==> src/rtl/keypad_encoder_p_if.sv <==
// Key bus and encoder result bundle between the numpad front end and the time-register logic.
// master drives keys/enable and consumes the encoded result; slave is the encoder side.
interface keypad_encoder_p_if #(
  parameter int NUM_KEYS = 10,
  parameter int CODE_W   = 4
);
  logic [NUM_KEYS-1:0] keys;
  logic                enable;
  logic [CODE_W-1:0]   code;
  logic                loadn;
  logic                key_valid;
  logic                multi_err;
  logic                pgt_tick;

  modport master (
    output keys, enable,
    input  code, loadn, key_valid, multi_err, pgt_tick
  );

  modport slave (
    input  keys, enable,
    output code, loadn, key_valid, multi_err, pgt_tick
  );
endinterface

==> src/rtl/keypad_encoder_p.sv <==
// Debouncing lowest-key encoder with load strobe and counter clock-enable (strobe or divided timebase).
// Optional auto-repeat while a key is held: define AUTO_REPEAT_EN.
module keypad_encoder_p #(
  parameter int NUM_KEYS        = 10,
  parameter int CODE_W          = 4,
  parameter int DEBOUNCE_CYCLES = 8,
  parameter int DIV             = 100,
  parameter int REPEAT_DELAY    = 500,
  parameter int REPEAT_PERIOD   = 100
) (
  input  logic               clk,
  input  logic               clear,
  keypad_encoder_p_if.slave  bus
);

  localparam logic [2:0] S_IDLE     = 3'd0;
  localparam logic [2:0] S_DEBOUNCE = 3'd1;
  localparam logic [2:0] S_FIRE     = 3'd2;
  localparam logic [2:0] S_HOLD     = 3'd3;
  localparam logic [2:0] S_RELEASE  = 3'd4;

  localparam int DB_W  = (DEBOUNCE_CYCLES > 1) ? $clog2(DEBOUNCE_CYCLES) : 1;
  localparam int DIV_W = $clog2(DIV);
  localparam logic [DB_W-1:0]  DB_LAST  = DB_W'(DEBOUNCE_CYCLES - 1);
  localparam logic [DIV_W-1:0] DIV_LAST = DIV_W'(DIV - 1);

`ifdef AUTO_REPEAT_EN
  localparam bit REPEAT_ON = 1'b1;
`else
  localparam bit REPEAT_ON = 1'b0;
`endif

  generate
    if (NUM_KEYS < 2 || CODE_W < $clog2(NUM_KEYS) || DEBOUNCE_CYCLES < 1 || DIV < 2 ||
        (REPEAT_ON && (REPEAT_DELAY < 1 || REPEAT_PERIOD < 2))) begin : g_bad_params
      $error("keypad_encoder_p: illegal parameter set");
    end
  endgenerate

  logic [2:0]          state_reg, state_next;
  logic [NUM_KEYS-1:0] sample_reg, sample_next;
  logic [DB_W-1:0]     cnt_reg, cnt_next;
  logic [CODE_W-1:0]   code_reg, code_next;
  logic                multi_reg, multi_next;
  logic [DIV_W-1:0]    div_reg, div_next;
  logic                loadn_reg, key_valid_reg, tick_reg;
  logic [CODE_W-1:0]   low_idx;
  logic                sample_multi;
  logic                keys_nz;

  assign keys_nz      = |bus.keys;
  assign sample_multi = |(sample_reg & (sample_reg - NUM_KEYS'(1)));

  always_comb begin
    low_idx = '0;
    for (int i = NUM_KEYS - 1; i >= 0; i--) begin
      if (sample_reg[i]) low_idx = CODE_W'(i);
    end
  end

`ifdef AUTO_REPEAT_EN
  localparam int RPT_MAX = (REPEAT_DELAY > REPEAT_PERIOD) ? REPEAT_DELAY : REPEAT_PERIOD;
  localparam int RPT_W   = $clog2(RPT_MAX);
  logic [RPT_W-1:0] rpt_reg, rpt_next;
  logic             rpt_again_reg, rpt_again_next;
  logic             rpt_due;
  // A repeat period includes its own FIRE cycle, so the hold part is one shorter.
  assign rpt_due = rpt_again_reg ? (rpt_reg == RPT_W'(REPEAT_PERIOD - 2))
                                 : (rpt_reg == RPT_W'(REPEAT_DELAY - 1));
`endif

  always_comb begin
    state_next  = state_reg;
    sample_next = sample_reg;
    cnt_next    = cnt_reg;
    code_next   = code_reg;
    multi_next  = multi_reg;
`ifdef AUTO_REPEAT_EN
    rpt_next       = rpt_reg;
    rpt_again_next = rpt_again_reg;
`endif
    case (state_reg)
      S_IDLE: begin
        if (keys_nz) begin
          sample_next = bus.keys;
          cnt_next    = '0;
          state_next  = S_DEBOUNCE;
        end
      end
      S_DEBOUNCE: begin
        if (!keys_nz) begin
          state_next = S_IDLE;
        end else if (bus.keys != sample_reg) begin
          sample_next = bus.keys;
          cnt_next    = '0;
        end else if (cnt_reg == DB_LAST) begin
          state_next = S_FIRE;
          code_next  = low_idx;
          multi_next = sample_multi;
`ifdef AUTO_REPEAT_EN
          rpt_again_next = 1'b0;
`endif
        end else begin
          cnt_next = cnt_reg + DB_W'(1);
        end
      end
      S_FIRE: begin
        state_next = S_HOLD;
`ifdef AUTO_REPEAT_EN
        rpt_next = '0;
`endif
      end
      S_HOLD: begin
        // Changes among nonzero keys are deliberately ignored (n-key lockout).
        if (!keys_nz) begin
          cnt_next   = '0;
          state_next = S_RELEASE;
        end
`ifdef AUTO_REPEAT_EN
        else if (rpt_due) begin
          state_next     = S_FIRE;
          rpt_again_next = 1'b1;
        end else begin
          rpt_next = rpt_reg + RPT_W'(1);
        end
`endif
      end
      S_RELEASE: begin
        if (keys_nz) begin
          state_next = S_HOLD;
`ifdef AUTO_REPEAT_EN
          rpt_next       = '0;
          rpt_again_next = 1'b0;
`endif
        end else if (cnt_reg == DB_LAST) begin
          multi_next = 1'b0;
          state_next = S_IDLE;
        end else begin
          cnt_next = cnt_reg + DB_W'(1);
        end
      end
      default: state_next = S_IDLE;
    endcase
    // A disabled keypad overrides everything; code and multi_err keep their last values.
    if (!bus.enable) begin
      state_next = S_IDLE;
      code_next  = code_reg;
      multi_next = multi_reg;
    end
  end

  always_comb begin
    div_next = '0;
    if (!bus.enable) div_next = (div_reg == DIV_LAST) ? '0 : div_reg + DIV_W'(1);
  end

  always_ff @(posedge clk or posedge clear) begin
    if (clear) begin
      state_reg     <= S_IDLE;
      sample_reg    <= '0;
      cnt_reg       <= '0;
      code_reg      <= '0;
      multi_reg     <= 1'b0;
      div_reg       <= '0;
      loadn_reg     <= 1'b1;
      key_valid_reg <= 1'b0;
      tick_reg      <= 1'b0;
    end else begin
      state_reg     <= state_next;
      sample_reg    <= sample_next;
      cnt_reg       <= cnt_next;
      code_reg      <= code_next;
      multi_reg     <= multi_next;
      div_reg       <= div_next;
      loadn_reg     <= (state_next != S_FIRE);
      key_valid_reg <= (state_next == S_FIRE) || (state_next == S_HOLD) ||
                       (state_next == S_RELEASE);
      tick_reg      <= (state_next == S_FIRE) || (!bus.enable && (div_reg == DIV_LAST));
    end
  end

`ifdef AUTO_REPEAT_EN
  always_ff @(posedge clk or posedge clear) begin
    if (clear) begin
      rpt_reg       <= '0;
      rpt_again_reg <= 1'b0;
    end else begin
      rpt_reg       <= rpt_next;
      rpt_again_reg <= rpt_again_next;
    end
  end
`endif

  assign bus.code      = code_reg;
  assign bus.loadn     = loadn_reg;
  assign bus.key_valid = key_valid_reg;
  assign bus.multi_err = multi_reg;
  assign bus.pgt_tick  = tick_reg;

endmodule

==> src/flat_wrapper.sv <==
// flat-port wrapper written by rule: the top's interface ports become plain ports
module keypad_encoder_p_flat 
#(
  parameter int NUM_KEYS        = 10,
  parameter int CODE_W          = 4,
  parameter int DEBOUNCE_CYCLES = 8,
  parameter int DIV             = 100,
  parameter int REPEAT_DELAY    = 500,
  parameter int REPEAT_PERIOD   = 100
)
  (clk, clear, bus_keys, bus_enable, bus_code, bus_loadn, bus_key_valid, bus_multi_err, bus_pgt_tick);
  keypad_encoder_p_if #(.NUM_KEYS(NUM_KEYS), .CODE_W(CODE_W)) bus_i ();
  input  logic clk;
  input  logic clear;
  input wire logic [$bits(bus_i.keys)-1:0] bus_keys;
  input wire logic [$bits(bus_i.enable)-1:0] bus_enable;
  output wire logic [$bits(bus_i.code)-1:0] bus_code;
  output wire logic [$bits(bus_i.loadn)-1:0] bus_loadn;
  output wire logic [$bits(bus_i.key_valid)-1:0] bus_key_valid;
  output wire logic [$bits(bus_i.multi_err)-1:0] bus_multi_err;
  output wire logic [$bits(bus_i.pgt_tick)-1:0] bus_pgt_tick;
  assign bus_i.keys = bus_keys;
  assign bus_i.enable = bus_enable;
  assign bus_code = bus_i.code;
  assign bus_loadn = bus_i.loadn;
  assign bus_key_valid = bus_i.key_valid;
  assign bus_multi_err = bus_i.multi_err;
  assign bus_pgt_tick = bus_i.pgt_tick;
  keypad_encoder_p #(.NUM_KEYS(NUM_KEYS), .CODE_W(CODE_W), .DEBOUNCE_CYCLES(DEBOUNCE_CYCLES), .DIV(DIV), .REPEAT_DELAY(REPEAT_DELAY), .REPEAT_PERIOD(REPEAT_PERIOD)) u_core (.clk(clk), .clear(clear), .bus(bus_i));
endmodule
==> config.mk <==
export PLATFORM = sky130hd
export DESIGN_NAME = keypad_encoder_p_flat
export DESIGN_NICKNAME = d
export VERILOG_FILES = /design/src/rtl/keypad_encoder_p_if.sv /design/src/rtl/keypad_encoder_p.sv /design/src/flat_wrapper.sv
export SDC_FILE = /design/constraint.sdc
export NUM_CORES = 1
export LEC_CHECK = 0
export ABC_CLOCK_PERIOD_IN_PS = 2700
export CAP_MARGIN = 10
export CORE_AREA = 2 2 65 52
export CTS_BUF_LIST = sky130_fd_sc_hd__clkbuf_4
export DETAILED_ROUTE_END_ITERATION = 8
export DIE_AREA = 0 0 67 54
export DONT_BUFFER_PORTS = 1
export PLACE_DENSITY = 0.72
export SLEW_MARGIN = 20
export SYNTH_ARGS = -nofsm -noshare
export SYNTH_HDL_FRONTEND = slang
export SYNTH_SLANG_ARGS = --single-unit
==> constraint.sdc <==
create_clock -name clk -period 2.7 [get_ports clk]
set_input_delay 0.405 -clock clk [delete_from_list [all_inputs] [get_ports clk]]
set_output_delay 0.405 -clock clk [all_outputs]
set_load 0.02 [all_outputs]
==> results_dict.tcl <==
set metrics [dict create \
    power_switching_uw 211 \
    die_width_um 67 \
    crit_buf_inv 0 \
    slew_violations 0 \
    dr.pass1.iters 4 \
    worstSkewPairLatency_ns 0.34 \
    dpl.hpwl_um 2560 \
    synth_flop_cell "dfrtp_1" \
    io_pins 21 \
    crit_start "u_core.sample_reg[4]" \
    critPathRequiredTime_ns 2.92 \
    numCtsBuffers 5 \
    path_class "flop to flop" \
    drc_errors 0 \
    ys_async_sr_fraction_pct 100 \
    post_cts_buffers 0 \
    pre_cts_slack_ns 0.688 \
    cts_tree "yes" \
    port_buffers 0 \
    postLayoutCellArea_um2 1770 \
    worstReg2RegStart "u_core.sample_reg[4]" \
    layout_setup_ws_ns 0.652 \
    power_leakage_nw 0.787 \
    internal_power_uw 617 \
    dpl_cell_area_um2 1710 \
    cts_buffer_depth 2 \
    numClockSinks 31 \
    finalCriticalPeriod_ns 2.05 \
    grt_antenna_before_repair 0 \
    setup_viol 0 \
    cpPeakStageDelay_ns 0.49 \
    ir_drop_uv 325 \
    antenna_cells 0 \
    outcome "complete, no violations" \
    rsz0062_at_grt "no" \
    vias 1244 \
    hp-class "primary input to async pin" \
    ys_warn_count 0 \
    num-nets-final 180 \
    ys_seq_area_share_pct 45.7 \
    grt_use_total_pct 22.2 \
    final.setup.tns_ns 0 \
    fin_util_pct 57.6 \
    grt_max_degree 32 \
    p_comb_share_pct 7.9 \
    largest_reg_flops 10 \
    ys_seq_elements 31 \
    wirelength_um 3450 \
    clk_root_buffer_cell "clkbuf_4" \
    crit_chain "xnor2_1, nand3_1, nor4b_2, nand4_1, mux2_2" \
    power.share.sequential_pct 60.2 \
    crit_arrival_ns 2.27 \
    post-place-cells 198 \
    place_congestion 0.916 \
    clkPwrFrac_pct 31.9 \
    timing.slew.headroom_pct 65.1 \
    syn_inst 163 \
    max_freq_ghz 0.488 \
    cts_hold_buf 0 \
    synth_edf_count 0 \
    end_kind "flop" \
    grt_pass1_wl_um 5730 \
    path_max_fanout 7 \
    synth_nets 178 \
    grt_pass1_vias 1154 \
    clkTransAtPathRegs_ns 0.10 \
    switching_share_pct 25.5 \
    fin_cells 206 \
    crit_slowest_cell "dfrtp_1" \
    p_total_uw 827 \
    tightest_slew_ns 0.510 \
    mostFrequentLayoutCells "30 x dfrtp_1, 14 x nor2_1, 12 x xnor2_1" \
    core_um2 3060 \
    hold_viol 0 \
    clock_skew_ns 0.0143 \
    crit_family "simple AND/OR/NAND/NOR gates" \
    drtIter0Drc 69 \
    drive_gt1_share_pct 14.5 \
    syn_area_um2 1700 \
    ant_nets 0 \
    die_h_um 54 \
    rows 18 \
    synthDistinctLibCells 42 \
    via_per_inst 6.04 \
    detail_route.wl_per_cell_um 16.7 \
    final_common_cell "dfrtp_1" \
    ctsResizeCount 0 \
    grt_overflow 0 \
    start_util_pct 55.6 \
    fin_crit_sh_pct 75.9 \
    dieArea_um2 3620 \
    area_delta_synth_final_pct 3.75 \
    hold_ws_ns 0.0165 \
    critPathLaunchType "flop" \
    htreeDepth 2 \
    cap_violations 0 \
    synth.avg_cell_area_um2 10.4 \
    powerDensity_nw_per_um2 469 \
]
power groups by stage:
stage / clock network [mW] / registers [mW] / logic [mW]
2_1_floorplan: 0 / 0.497 / 0.0634
3_3_place_gp: 0 / 0.504 / 0.0643
3_5_place_dp: 0 / 0.506 / 0.0663
4_1_cts: 0.270 / 0.497 / 0.0668
5_1_grt: 0.291 / 0.500 / 0.0749
6_report: 0.264 / 0.498 / 0.0658
path summary, 6_finish.rpt:
check	end	slack, ns	cells after the start
max in group asynchronous	u_core.bus.loadn	2.36	2
min in group clk	u_core.div_reg[1]	0.12	1
worst min-delay path	u_core.div_reg[1]	0.02	2
worst max register to register	u_core.bus.code[0]	0.65	5
worst min register to register	u_core.div_reg[0]	0.47	1
worst max-delay path	u_core.bus.code[0]	0.65	5
synth_stat cells, drive strengths merged (3+ instances only):
| master | count | area (um^2) |
|---|---|---|
| inv | 5 | 18.8 |
| xor2 | 3 | 26.3 |
| nor3 | 8 | 40.0 |
| a21oi | 7 | 35.0 |
| mux2i | 3 | 30.0 |
| nand4 | 5 | 31.3 |
| and3 | 4 | 25.0 |
| nor4b | 3 | 32.5 |
| xnor2 | 13 | 121 |
| buf | 5 | 43.8 |
| nor2 | 14 | 52.6 |
| nor4 | 4 | 25.0 |
| dfrtp | 30 | 751 |
| nand2 | 6 | 22.5 |
| o21ai | 7 | 35.0 |
| mux2 | 11 | 135 |
| nand3 | 7 | 35.0 |
per-layer routing:
layer	share of wire (%)	track usage (%)
met2	44	34.0
met5	0	0
met4	1.5	8.16
met1	48	29.8
met3	5.9	6.69
area by class of cell:
type                            instances  area [um^2]
Sequential cell                        31          777
Tap cell                               40         50.0
Clock buffer                            6         45.0
Multi-Input combinational cell        121          858
Clock inverter                          2         8.76
Fill cell                             268         1300
Timing Repair Buffer                    1         7.51
Inverter                                5         18.8
logic make-up after synthesis:
kind of cell / count (synthesis) / share of synthesized area (%)
AO/OA/AOI/OAI: 25 / 9.49
XOR/XNOR: 16 / 8.68
adder cells (fa/ha/maj): 3 / 2.06
buffers and inverters: 11 / 3.90
flip-flops: 31 / 45.7
multiplexers: 14 / 9.71
AND/OR/NAND/NOR: 63 / 20.5
(Power assumes the default switching activity.)
